===== src/rtl/mem_arb_pkg.sv =====
// Shared encodings for the two-port memory arbiter: FSM states, requester ids
// and the round-robin winner selection.
package mem_arb_pkg;

  typedef enum logic [1:0] {
    IDLE   = 2'd0,
    ACCESS = 2'd1,
    RESP   = 2'd2
  } arb_state_t;

  localparam logic GNT_IF = 1'b0;
  localparam logic GNT_DM = 1'b1;

  // A lone requester always wins; on a tie the side not served last wins.
  function automatic logic pick_winner(input logic req_if, input logic req_dm,
                                       input logic last);
    if (req_if && req_dm) return ~last;
    else if (req_dm)      return GNT_DM;
    else                  return GNT_IF;
  endfunction

endpackage


===== src/rtl/mem_port_arbiter.sv =====
// Round-robin arbiter sharing one multicycle memory between instruction fetch
// (read-only) and data access (read/write); one access every MEM_LAT+2 cycles.
module mem_port_arbiter
  import mem_arb_pkg::*;
#(
  parameter int AW      = 32,
  parameter int DW      = 32,
  parameter int MEM_LAT = 4
) (
  input  logic          clk,
  input  logic          rst,
  input  logic          if_req,
  input  logic [AW-1:0] if_addr,
  output logic          if_ready,
  output logic [DW-1:0] if_rdata,
  input  logic          dm_req,
  input  logic          dm_we,
  input  logic [AW-1:0] dm_addr,
  input  logic [DW-1:0] dm_wd,
  output logic          dm_ready,
  output logic [DW-1:0] dm_rdata,
  output logic          mem_mr,
  output logic          mem_mw,
  output logic [AW-1:0] mem_addr,
  output logic [DW-1:0] mem_wd,
  input  logic [DW-1:0] mem_rd,
  output logic [1:0]    arb_state
);

  localparam logic [3:0] CNT_LOAD = 4'(MEM_LAT - 1);

  arb_state_t    state, state_nxt;
  logic [3:0]    cnt;
  logic          grant;
  logic          last_grant;
  logic          lat_we;
  logic [AW-1:0] lat_addr;
  logic [DW-1:0] lat_wd;
  logic          winner;
  logic          any_req;

  assign any_req = if_req | dm_req;
  assign winner  = pick_winner(if_req, dm_req, last_grant);

  always_comb begin
    state_nxt = state;
    case (state)
      IDLE:    if (any_req) state_nxt = ACCESS;
      ACCESS:  if (cnt == 4'd0) state_nxt = RESP;
      RESP:    state_nxt = IDLE;
      default: state_nxt = IDLE;
    endcase
  end

  // Request inputs are captured only at selection so the memory sees a stable
  // address/data for the whole access regardless of what the requester does.
  always_ff @(posedge clk) begin
    if (rst) begin
      state      <= IDLE;
      cnt        <= 4'd0;
      grant      <= GNT_IF;
      last_grant <= GNT_IF;
      lat_we     <= 1'b0;
      lat_addr   <= '0;
      lat_wd     <= '0;
      if_rdata   <= '0;
      dm_rdata   <= '0;
    end else begin
      state <= state_nxt;
      case (state)
        IDLE: begin
          if (any_req) begin
            grant      <= winner;
            last_grant <= winner;
            lat_we     <= (winner == GNT_DM) ? dm_we : 1'b0;
            lat_addr   <= (winner == GNT_DM) ? dm_addr : if_addr;
            lat_wd     <= (winner == GNT_DM) ? dm_wd : '0;
            cnt        <= CNT_LOAD;
          end
        end
        ACCESS: begin
          if (cnt != 4'd0) begin
            cnt <= cnt - 4'd1;
          end else if (!lat_we) begin
            if (grant == GNT_DM) dm_rdata <= mem_rd;
            else                 if_rdata <= mem_rd;
          end
        end
        default: ;
      endcase
    end
  end

  assign mem_mr    = (state == ACCESS) && !lat_we;
  assign mem_mw    = (state == ACCESS) && lat_we;
  assign mem_addr  = lat_addr;
  assign mem_wd    = lat_wd;
  assign if_ready  = (state == RESP) && (grant == GNT_IF);
  assign dm_ready  = (state == RESP) && (grant == GNT_DM);
  assign arb_state = state;

endmodule


===== config.mk =====
export PLATFORM = sky130hd
export DESIGN_NAME = mem_port_arbiter
export DESIGN_NICKNAME = d
export VERILOG_FILES = /design/src/rtl/mem_arb_pkg.sv /design/src/rtl/mem_port_arbiter.sv
export SDC_FILE = /design/constraint.sdc
export NUM_CORES = 1
export LEC_CHECK = 0
export CAP_MARGIN = 5
export CORE_MARGIN = 5
export CORE_UTILIZATION = 35
export DETAILED_ROUTE_END_ITERATION = 10
export PLACE_DENSITY = 0.74
export SLEW_MARGIN = 20
export SYNTH_ARGS = -nofsm -noshare
export SYNTH_HDL_FRONTEND = slang
export SYNTH_SLANG_ARGS = --single-unit

===== constraint.sdc =====
create_clock -name clk -period 1.9 [get_ports clk]
set_input_delay 0.57 -clock clk [delete_from_list [all_inputs] [get_ports clk]]
set_output_delay 0.57 -clock clk [all_outputs]
set_load 0.005 [all_outputs]

==> results of run 1 <==
==> synthesized netlist by cell type, drive strengths merged <==
library cell	instances	area (um2)
or3	1	6.260
nand2b	79	496.7
a22o	33	289.0
a21oi	3	15.01
nor2	3	11.26
and2	2	12.51
ha	2	25.02
and3b	2	17.52
or3b	1	8.760
a211oi	1	7.510
a221oi	1	8.760
inv	3	11.26
o2bb2ai	32	280.3
a311oi	1	8.760
a21boi	1	7.510
nand2	1	3.750
or4	3	26.27
a21o	2	15.01
clkbuf	23	86.33
or2b	18	157.7
nor4bb	1	10.01
nor2b	1	6.260
mux2i	96	960.9
nor4	1	21.27
a22oi	1	7.510
nor3	2	10.01
o21ai	2	10.01
nor3b	2	15.01
nand3b	1	7.510
or2	1	6.260
buf	14	105.1
dfxtp	136	2723
==> report_power, final <==
group	internal [uW]	leakage (uW)	switching, uW
clock network	2330	0.000306	1260
logic	923	0.00242	581
registers	3080	0.00111	131
total	6330	0.00384	1970
==> kinds of logic after synthesis <==
kind of cell	after synthesis	share of synthesized area
DFF	136	0.5063
muxes	96	0.1787
buffers and inverters	40	0.03769
adders and majority gates	2	0.004653
AOI/OAI and AO/OA	77	0.1208
and+or+nand+nor	119	0.1519
==> per-stage QoR <==
step           instances  instance area [um2]  hold WS [ns]  utilization  total power [uW]
2_1_floorplan        470                 5378        0.4558            -              3848
3_3_place_gp         906                 8332        0.4439       0.5501              4719
3_5_place_dp         906                 8332        0.4482       0.5501              4757
4_1_cts              939                 8992        0.4639       0.5937              8386
5_1_grt              941                 9054        0.4785       0.5978              8656
6_report             941                 9054        0.4606       0.5978              8306
==> area by class of cell <==
| cell class | count | area [um2] |
|---|---|---|
| clock buffers | 17 | 425.4 |
| clock inverters | 15 | 225.2 |
| fillers | 1231 | 6092 |
| inverters | 3 | 11.26 |
| multi-input cells | 295 | 2504 |
| flip-flops and latches | 136 | 2731 |
| well taps | 188 | 235.2 |
| repair buffers | 287 | 2922 |
==> worst max-delay path by stage <==
stage	from	end	slack (ns)	cells past startpoint
final	cnt[0]$_SDFFE_PP0P_	if_rdata[10]$_SDFFE_PP0P_	0.02	5
after global placement	if_req	mem_wd[4]$_SDFFE_PP0P_	-0.15	5
after floorplan	cnt[0]$_SDFFE_PP0P_	if_rdata[10]$_SDFFE_PP0P_	-0.006	8
after CTS	mem_wd[22]$_SDFFE_PP0P_	mem_wd[22]	0.001	1
after global routing	cnt[0]$_SDFFE_PP0P_	if_rdata[10]$_SDFFE_PP0P_	-0.04	5
after detailed placement	if_req	mem_wd[16]$_SDFFE_PP0P_	-0.22	5
==> registers in the layout, indices dropped and copies added, names as in the netlist <==
register    cells
arb_state       2
cnt             4
dm_rdata       32
if_rdata       32
last_grant      1
lat_we          1
mem_addr       32
mem_wd         32
==> what timing repair did <==
| action | 4_1_cts | 5_1_grt |
|---|---|---|
| hold endpoints to repair | 0 | 0 |
| gates resized for setup | 16 | 27 |
| endpoints found under the setup margin | 9 | 47 |
| cloned | 0 | 1 |
| pin swaps | 0 | 2 |
| buffers inserted | 1 | 1 |
==> layer usage <==
layer	GRT usage	part of all wire	routed length (um)
met1	0.2026	0.40	6562
met2	0.3001	0.48	7811
met3	0.06977	0.094	1539
met4	0.07543	0.028	466
met5	0	0	0
==> worst register-to-register path, cell delays in order, from the launching register on <==
cell and delay, ns:
dfxtp_2 0.33, inv_2 0.08, ha_4 0.13, or3b_4 0.39
or4_4 0.67, mux2i_1 0.17
==> impl_results.md, run 1 <==
- Worst setup path class: flop to flop
- Slew headroom: 0.6764
- CORE AREA: roughly 15000 um2
- Sum Neg Setup Slack: 0 ns
- R2r endpoint: if_rdata[10]$_SDFFE_PP0P_
- Die H: ~130 um
- # setup viols final: 0
- CP startpoint kind: flop
- CTS tree: yes
- # Max-Cap Violations: 0
- Share of layout cells above drive strength 1: 0.1222
- RSZ-0062 raised after global routing: true
- Root Driver: clkbuf_16
- Worst-case clock buffer depth: 2
- HP Class: flop to flop
- IO Pins: about 270
- Commonest non-fill, non-tap cells in the layout: 241 x clkdlybuf4s50_1, 131 x dfxtp_1, 96 x mux2i_1
- Worst Hold Launch: mem_addr[13]$_SDFFE_PP0P_
- Die area: ~18000 um2
- Critical path data arrival time: roughly 2.2 ns
- ANT nets after route: 0
- Row count: between 40 and 50
- Crit path buf inv count: 1
- Diodes inserted: 0
- R2R Setup Slk: between 0.015 and 0.02 ns
- GRT overflow: 0
- Most common cell after layout, fill and taps aside: clkdlybuf4s50_1
- Final Skew: ~0.0063 ns
- Final setup margin: 0.01510 ns
- VDD IR-drop max: 0.0005422 V
- Critical Path Fanout Max: 8
- Wirelength, routed: about 16 mm
- Post-CTS Hold Buffers: 0
- Clock sinks: ~140
- Initial drt markers: 165
- Pre-antenna DRT Iters: 4
- Vias in the first global route: ~4900
- Run status: finished, final reports clean
- Clock transition at path regs: 0.06 ns
- Worst hold path endpoint: mem_addr[13]$_SDFFE_PP0P_
- Worst-Skew Late Latency: ~0.41 ns
- Worst Reg-to-Reg Cells: 5
- DRC errors left: 0
- Syn_area_per_cell: roughly 11 um2
- Seq/Total Area, Yosys: 0.5063
- Slew at the pin closest to its max-slew limit: between 0.4 and 0.5 ns
- Final Net Count: 875
- P_leak: between 0.003 and 0.004 uW
- H-tree depth: 4
- Avg Vias per Cell: 4.825
- Slew Limit Fails: 0
- Netlist Area Pre-Place: 5378 um2
- Die Wd: 134.0 um
- Avg WL per Cell: about 17 um
- CTS Buf Count: 17
- Ratio of final minimum period to clock period: 0.9921
- DP HPWL: between 10 and 15 mm
- Syn_nets: roughly 610
- Initial antenna violation count: 0
- PD cells: 917.4 nW/um2
- CP cell instances: inv_2 > ha_4 > or3b_4 > or4_4 > mux2i_1
- Cells after Synth: 470
- Hold Fails Final Rpt: 0
- Fmax: roughly 530 MHz
- CP max-delay cell: or4_4
- Critical Path Sink Type: flop
- DP Worst Slack: -0.2169 ns
- Crit-path max cell delay: between 0.6 and 0.7 ns
- Routability Congestion: around 0.75
- Area Growth Syn to Fin: 68.36%
- Worst r2r src: cnt[0]$_SDFFE_PP0P_
- WP data required: between 2 and 2.5 ns
- First-pass GRT wire length: roughly 25 mm
- Synthesis Warnings: 0
- Synthesized flop and latch total: 136
- Gr usage total: 0.1786
- Hold depth: 1
- Vias: ~4500
- Minimum clock period: between 1.5 and 2 ns
- CP top delay family: simple AND/OR/NAND/NOR gates
- Initial cell density of the core: 0.3551
- Synth cell types: 38
- Largest net degree at the start of global routing: between 60 and 70
- # port buffers: 266
Note: power is estimated with default switching activity, not from simulation.
==> run 2, diff against run 1 <==
--- a/config.mk
+++ b/config.mk
@@ -5,7 +5,8 @@
 export SDC_FILE = /design/constraint.sdc
 export NUM_CORES = 1
 export LEC_CHECK = 0
-export CAP_MARGIN = 5
+export ABC_AREA = 1
+export CAP_MARGIN = 20
 export CORE_MARGIN = 5
 export CORE_UTILIZATION = 35
 export DETAILED_ROUTE_END_ITERATION = 10
==> run 2 against run 1 <==
  * Highest routed layer unchanged
  * Flip-flop and latch count stayed put
  * Routed wire length is 8.0% higher
  * First-iteration DRC count is 56% higher
==> impl_results.md, run 2 <==
- Run status: finished, final reports clean
- Synth cell count leaders: 233 x nand2_1, 136 x dfxtp_1, 71 x nor2_1
- Most common cell after layout, fill and taps aside: clkdlybuf4s50_1
- Sum Neg Setup Slack: 0 ns
- Clk pwr share: 0.381
- Minimum clock period: 1.849 ns
- Internal power: 5949 uW
- Largest area contributor in the netlist: dfxtp_1
- Routability Congestion: between 0.7 and 0.8
- CTS tree: yes
- Fmax: around 540 MHz
- PD cells: slightly above 900 nW/um2
- Critical path depth: 1
- Diodes inserted: 0
- Comb power frac: 0.220
- Hold Worst Slack: approximately 0.44 ns
- Slew Limit Fails: 0
- Worst Reg-to-Reg Cells: 6
- CP cell instances: clkdlybuf4s50_1
- Largest net degree at the start of global routing: 78
- Row count: between 40 and 50
- Vias: ~5600
- Syn_area_per_cell: roughly 7.4 um2
- Synthesized flop and latch total: roughly 140
- Synth cell types: 20
- Area Growth Syn to Fin: 65.73%
- Avg Vias per Cell: ~4.8
- Slew at the pin closest to its max-slew limit: between 0.3 and 0.4 ns
- Ratio of final minimum period to clock period: 0.9732
- # port buffers: 266
- Placed cells: 1147
- # setup viols final: 0
- Worst Hold Launch: mem_addr[11]$_SDFFE_PP0P_
- Hold Fails Final Rpt: 0
- Die area: 17730 um2
- R2R Setup Slk: roughly 0.30 ns
- Fillers: approximately 1400
- Share of the synthesized area in the top cell type: 0.5128
- GRT overflow: 0
- Post-CTS Hold Buffers: 0
- Final Core Density: 0.5853
- Number of synthesized flops with an enable pin: 0
- P_sw: ~2200 uW
- WP data required: approximately 1.3 ns
- CTS Buf Count: 17
- Commonest non-fill, non-tap cells in the layout: 254 x clkdlybuf4s50_1, 233 x nand2_1, 134 x dfxtp_1
- IO Pins: around 270
- Main flop type after synthesis: dfxtp_1
- First-pass GRT wire length: between 20 and 30 mm
- Final Skew: 0.007714 ns
- Initial antenna violation count: 0
- Netlist Area Pre-Place: approximately 5300 um2
- Ys async rst share: 0
- Final setup margin: between 0.05 and 0.06 ns
- DP Worst Slack: -0.08213 ns
- ANT nets after route: 0
- Die Wd: 133.2 um
- CP startpoint kind: flop
- Initial cell density of the core: 0.3531
- Initial drt markers: between 200 and 300
- Worst setup path class: flop to output pin
- Syn_nets: roughly 860
- Clock sinks: around 140
- HP Class: flop to flop
- Crit path buf inv count: 1
- CP max-delay cell: clkdlybuf4s50_1
- Worst-Skew Late Latency: between 0.4 and 0.5 ns
- CORE AREA: 15030 um2
- DRC errors left: 0
- Pre-antenna DRT Iters: 4
- CP top delay family: buffers and inverters
- Seq/Total Area, Yosys: 0.5128
- Gr usage total: 0.1926
- Slew headroom: 0.7448
- P_leak: about 0.0039 uW
- Cells after Synth: approximately 700
- DP HPWL: about 13 mm
- Switching part of the total power: 0.2721
- Critical path data arrival time: 1.28 ns
- Setup crit end: dm_rdata[12]
- Avg WL per Cell: about 15 um
- Critical Path Start: dm_rdata[12]$_SDFFE_PP0P_
- Critical Path Fanout Max: 2
- Share of layout cells above drive strength 1: 0.07677
- Critical Path Sink Type: output pin
- Worst r2r src: cnt[0]$_SDFFE_PP0P_
- Synthesis Warnings: 0
- Crit-path max cell delay: around 0.53 ns
- Clock transition at path regs: about 0.06 ns
- # Max-Cap Violations: 0
- Worst-case clock buffer depth: 2
- Final Net Count: 1113
- Root Driver: clkbuf_16
- R2r endpoint: dm_rdata[10]$_SDFFE_PP0P_
- Top-count cell post-synth: nand2_1
- Die H: ~130 um
- VDD IR-drop max: about 0.00061 V
- RSZ-0062 raised after global routing: false
- Final Non-Filler Cells: approximately 1200
- Vias in the first global route: 5330
- H-tree depth: 4
- Synth top area cells: dfxtp_1 51%, nand2_1 16%, nand3_1 6.4%, nor3_1 6.4%, o21ai_0 5.5%
- Sequential power share: 0.399
- Wirelength, routed: ~18 mm
run 2: changes by cell type after synthesis, moves of 9 or more:
cell | previous run | this run
o21ai_1 | 0 | 9
mux2i_1 | 96 | 0
buf_1 | 1 | 10
or2b_2 | 18 | 0
nand2_1 | 1 | 233
nor3_1 | 2 | 68
nor2_1 | 3 | 71
nand2b_1 | 78 | 0
clkbuf_1 | 23 | 12
nand3_1 | 0 | 68
buf_2 | 8 | 26
a22o_1 | 33 | 0
o21ai_0 | 2 | 58
o2bb2ai_1 | 32 | 0
run 2: metrics by stage:
stage	cell area [um2]	total power, uW
3_5_place_dp	8228	5131
4_1_cts	8787	8269
5_1_grt	8798	8573
2_1_floorplan	5309	4067
6_report	8798	8173
3_3_place_gp	8228	5118
run 2: cell type report:
cell class	instances	area, um2	share of cell area
tap	188	235.2	0.02673
multi-input combinational	523	2291	0.2604
timing repair buffer	291	2948	0.3350
clock buffer	20	466.7	0.05304
clock inverter	11	98.84	0.01123
inverter	9	33.78	0.003840
sequential	136	2725	0.3097
run 2: kinds of logic (layout without fill, tap and decap cells):
logic type	Yosys count	count (layout)	synth area share
AO/OA/AOI/OAI	72	72	0.07000
adder cells (fa/ha/maj)	2	2	0.004713
buffers and inverters	62	331	0.05703
flip-flops	136	136	0.5128
AND/OR/NAND/NOR	449	449	0.3554
run 2: worst min path at each step:
stage,end,slack [ns],cells after the start
global placement,mem_addr[30]$_SDFFE_PP0P_,0.43,2
global route,mem_addr[13]$_SDFFE_PP0P_,0.46,2
detailed placement,mem_addr[11]$_SDFFE_PP0P_,0.43,2
finish,mem_addr[11]$_SDFFE_PP0P_,0.44,2
CTS,mem_addr[11]$_SDFFE_PP0P_,0.44,2
floorplan,mem_addr[0]$_SDFFE_PP0P_,0.44,2
run 2: worst register-to-register path: cells and delay by family (launching register included):
kind | cells | cell delay [ns]
AND/OR/NAND/NOR | 3 | 0.55
buffers and inverters | 2 | 0.40
flip-flops | 1 | 0.31
adder cells (fa/ha/maj) | 1 | 0.22
run 2: power by group through the flow:
| stage | combinational, uW | sequential, uW | clock (uW) |
|---|---|---|---|
| after floorplan | 742 | 3330 | 0 |
| after global placement | 1810 | 3310 | 0 |
| after detailed placement | 1820 | 3310 | 0 |
| after CTS | 1820 | 3260 | 3190 |
| after global routing | 1970 | 3290 | 3310 |
| final | 1800 | 3260 | 3120 |
run 2: layer usage:
layer / track usage / vias to the layer above / part of all wire
li1: - / 2856 / -
met1: 0.2308 / 2544 / 0.42
met2: 0.3107 / 200 / 0.47
met3: 0.07779 / 24 / 0.093
met4: 0.07371 / 0 / 0.019
met5: 0 / - / 0
run 2: timing repair:
item	in CTS	in global routing
cloned	0	0
resized for setup	9	11
setup endpoints to repair	7	8
buffers inserted	0	0
==> run 3, diff against run 2 <==
--- a/config.mk
+++ b/config.mk
@@ -8,10 +8,10 @@
 export ABC_AREA = 1
 export CAP_MARGIN = 20
 export CORE_MARGIN = 5
-export CORE_UTILIZATION = 35
+export CORE_UTILIZATION = 36
 export DETAILED_ROUTE_END_ITERATION = 10
-export PLACE_DENSITY = 0.74
-export SLEW_MARGIN = 20
+export PLACE_DENSITY = 0.76
+export SLEW_MARGIN = 30
 export SYNTH_ARGS = -nofsm -noshare
 export SYNTH_HDL_FRONTEND = slang
 export SYNTH_SLANG_ARGS = --single-unit
==> run 3 against run 2 <==
  * Final area grew 0.46%
  * Combinational power is essentially flat
  * Worst setup slack lost 0.0043 ns
  * Clock power grew 10%
==> impl_results.md, run 3 (synthesis results as in run 2) <==
- Run status: finished, final reports clean
- ANT nets after route: 0
- Final Non-Filler Cells: roughly 1200
- Share of layout cells above drive strength 1: 0.07396
- Storage element area: 2726 um2
- Vias in the first global route: 5491
- Final instance area: between 8000 and 9000 um2
- CP top delay family: buffers and inverters
- First-pass GRT wire length: 28.76 mm
- # setup viols final: 0
- Root Driver: clkbuf_16
- DRC errors left: 0
- # Max-Cap Violations: 0
- Fillers: about 1300
- Avg Vias per Cell: roughly 4.8
- Fmax: 539.5 MHz
- Commonest non-fill, non-tap cells in the layout: 249 x clkdlybuf4s50_1, 233 x nand2_1, 133 x dfxtp_1
- Hold depth: 2
- Die H: ~130 um
- Critical Path Fanout Max: 2
- Area Growth Syn to Fin: 66.49%
- Final Skew: 0.005557 ns
- Initial drt markers: 252
- Critical Path Sink Type: output pin
- IO Pins: about 270
- R2R Setup Slk: around 0.39 ns
- Vias: 5626
- Initial cell density of the core: 0.3667
- WP data required: 1.33 ns
- Critical path data arrival time: between 1 and 1.5 ns
- Die area: about 17000 um2
- # port buffers: about 270
- Initial antenna violation count: 1
- Worst hold path endpoint: mem_addr[8]$_SDFFE_PP0P_
- Clock transition at path regs: approximately 0.060 ns
- Routability Congestion: ~0.8
- Hold Worst Slack: approximately 0.44 ns
- Minimum clock period: 1.853 ns
- Avg WL per Cell: approximately 15 um
- Row count: 44
- Placed cells: around 1100
- HP Class: flop to flop
- PD cells: 960.3 nW/um2
- CTS Buf Count: 17
- Worst-case clock buffer depth: 2
- CORE AREA: 14480 um2
- Largest net degree at the start of global routing: 73
- CP cell instances: clkdlybuf4s50_1
- Ratio of final minimum period to clock period: 0.9755
- Post-CTS Setup Inserts: 0
- Slew Limit Fails: 0
- Hold Fails Final Rpt: 0
- Total Power: 8488 uW
- Crit-path max cell delay: between 0.5 and 0.6 ns
- Placed inst area: roughly 8200 um2
- Slew headroom: 0.7672
- CTS tree: yes
- P_leak: about 0.004 uW
- GRT overflow: 0
- CP startpoint kind: flop
- H-tree depth: 4
- Crit path buf inv count: 1
- Worst-Skew Late Latency: between 0.4 and 0.5 ns
- DP HPWL: between 10 and 15 mm
- VDD IR-drop max: between 0.0006 and 0.0007 V
- Wirelength, routed: ~18 mm
- Final Net Count: 1110
- R2r endpoint: if_rdata[6]$_SDFFE_PP0P_
- Most common cell after layout, fill and taps aside: clkdlybuf4s50_1
- Worst setup path class: flop to output pin
- Gr usage total: 0.2010
- Pre-antenna DRT Iters: 4
- Worst Reg-to-Reg Cells: 6
- Worst r2r src: cnt[0]$_SDFFE_PP0P_
- Die Wd: around 130 um
- CP max-delay cell: clkdlybuf4s50_1
- Area of the multi-input gates: 2286 um2
- Slew at the pin closest to its max-slew limit: about 0.35 ns
- Worst Hold Launch: mem_addr[8]$_SDFFE_PP0P_
- RSZ-0062 raised after global routing: false
- Clock sinks: between 100 and 150
run 3: changes by cell type in the layout (fill, tap and decap cells not counted), moves of 2 or more:
cell / before / now
buf_4: 17 / 14
clkbuf_8: 3 / 1
dlymetal6s2s_1: 5 / 11
bufinv_16: 1 / 4
clkinvlp_4: 3 / 1
clkdlybuf4s50_1: 254 / 249
run 3: metal layers:
layer,track usage,vias up,wire length (um)
met1,0.2390,2544,7246
li1,-,2853,-
met2,0.3245,194,8368
met3,0.08601,35,1669
met4,0.07257,0,429
met5,0,-,0
run 3: layout make-up:
class,instances,area share
Sequential cell,136,0.3085
Tap cell,184,0.02605
Clock buffer,18,0.04969
Timing Repair Buffer,288,0.3328
Inverter,9,0.003822
Antenna cell,1,0.0002831
Clock inverter,13,0.02024
Multi-Input combinational cell,523,0.2586
run 3: worst max path at each step:
stage | from | end | slack [ns] | cells past startpoint
after floorplan | dm_req | mem_wd[23]$_SDFFE_PP0P_ | 0.44 | 8
after global placement | dm_req | mem_wd[3]$_SDFFE_PP0P_ | 0.01 | 6
after detailed placement | dm_req | mem_wd[5]$_SDFFE_PP0P_ | -0.02 | 6
after CTS | last_grant$_SDFFE_PP0P_ | dm_ready | 0.0005 | 3
after global routing | mem_addr[29]$_SDFFE_PP0P_ | mem_addr[29] | 0.003 | 1
final | mem_addr[14]$_SDFFE_PP0P_ | mem_addr[14] | 0.05 | 1
run 3: metrics by stage:
step / utilization / TNS, ns / setup slack (ns)
floorplan: - / 0 / 0.4400
global placement: 0.5664 / 0 / 0.01276
detailed placement: 0.5664 / -0.08206 / -0.02424
CTS: 0.6088 / 0 / 0.0004586
global route: 0.6104 / 0 / 0.002933
finish: 0.6104 / 0 / 0.04652
run 3: where the power goes:
group          switching, uW  internal [uW]
clock                   1220           2220
sequential               134           3120
combinational            863            935
run 3: worst register-to-register path, delay by kind of cell, from the launching register on:
family,cells,cell delay [ns]
adders and majority gates,1,0.20
buffers and inverters,2,0.41
DFF,1,0.31
and+or+nand+nor,3,0.50
run 3: what timing repair did:
action	CTS	global route
endpoints found under the setup margin	6	15
hold buffers	0	0
endpoints found under the hold margin	0	0
resized for setup	9	16
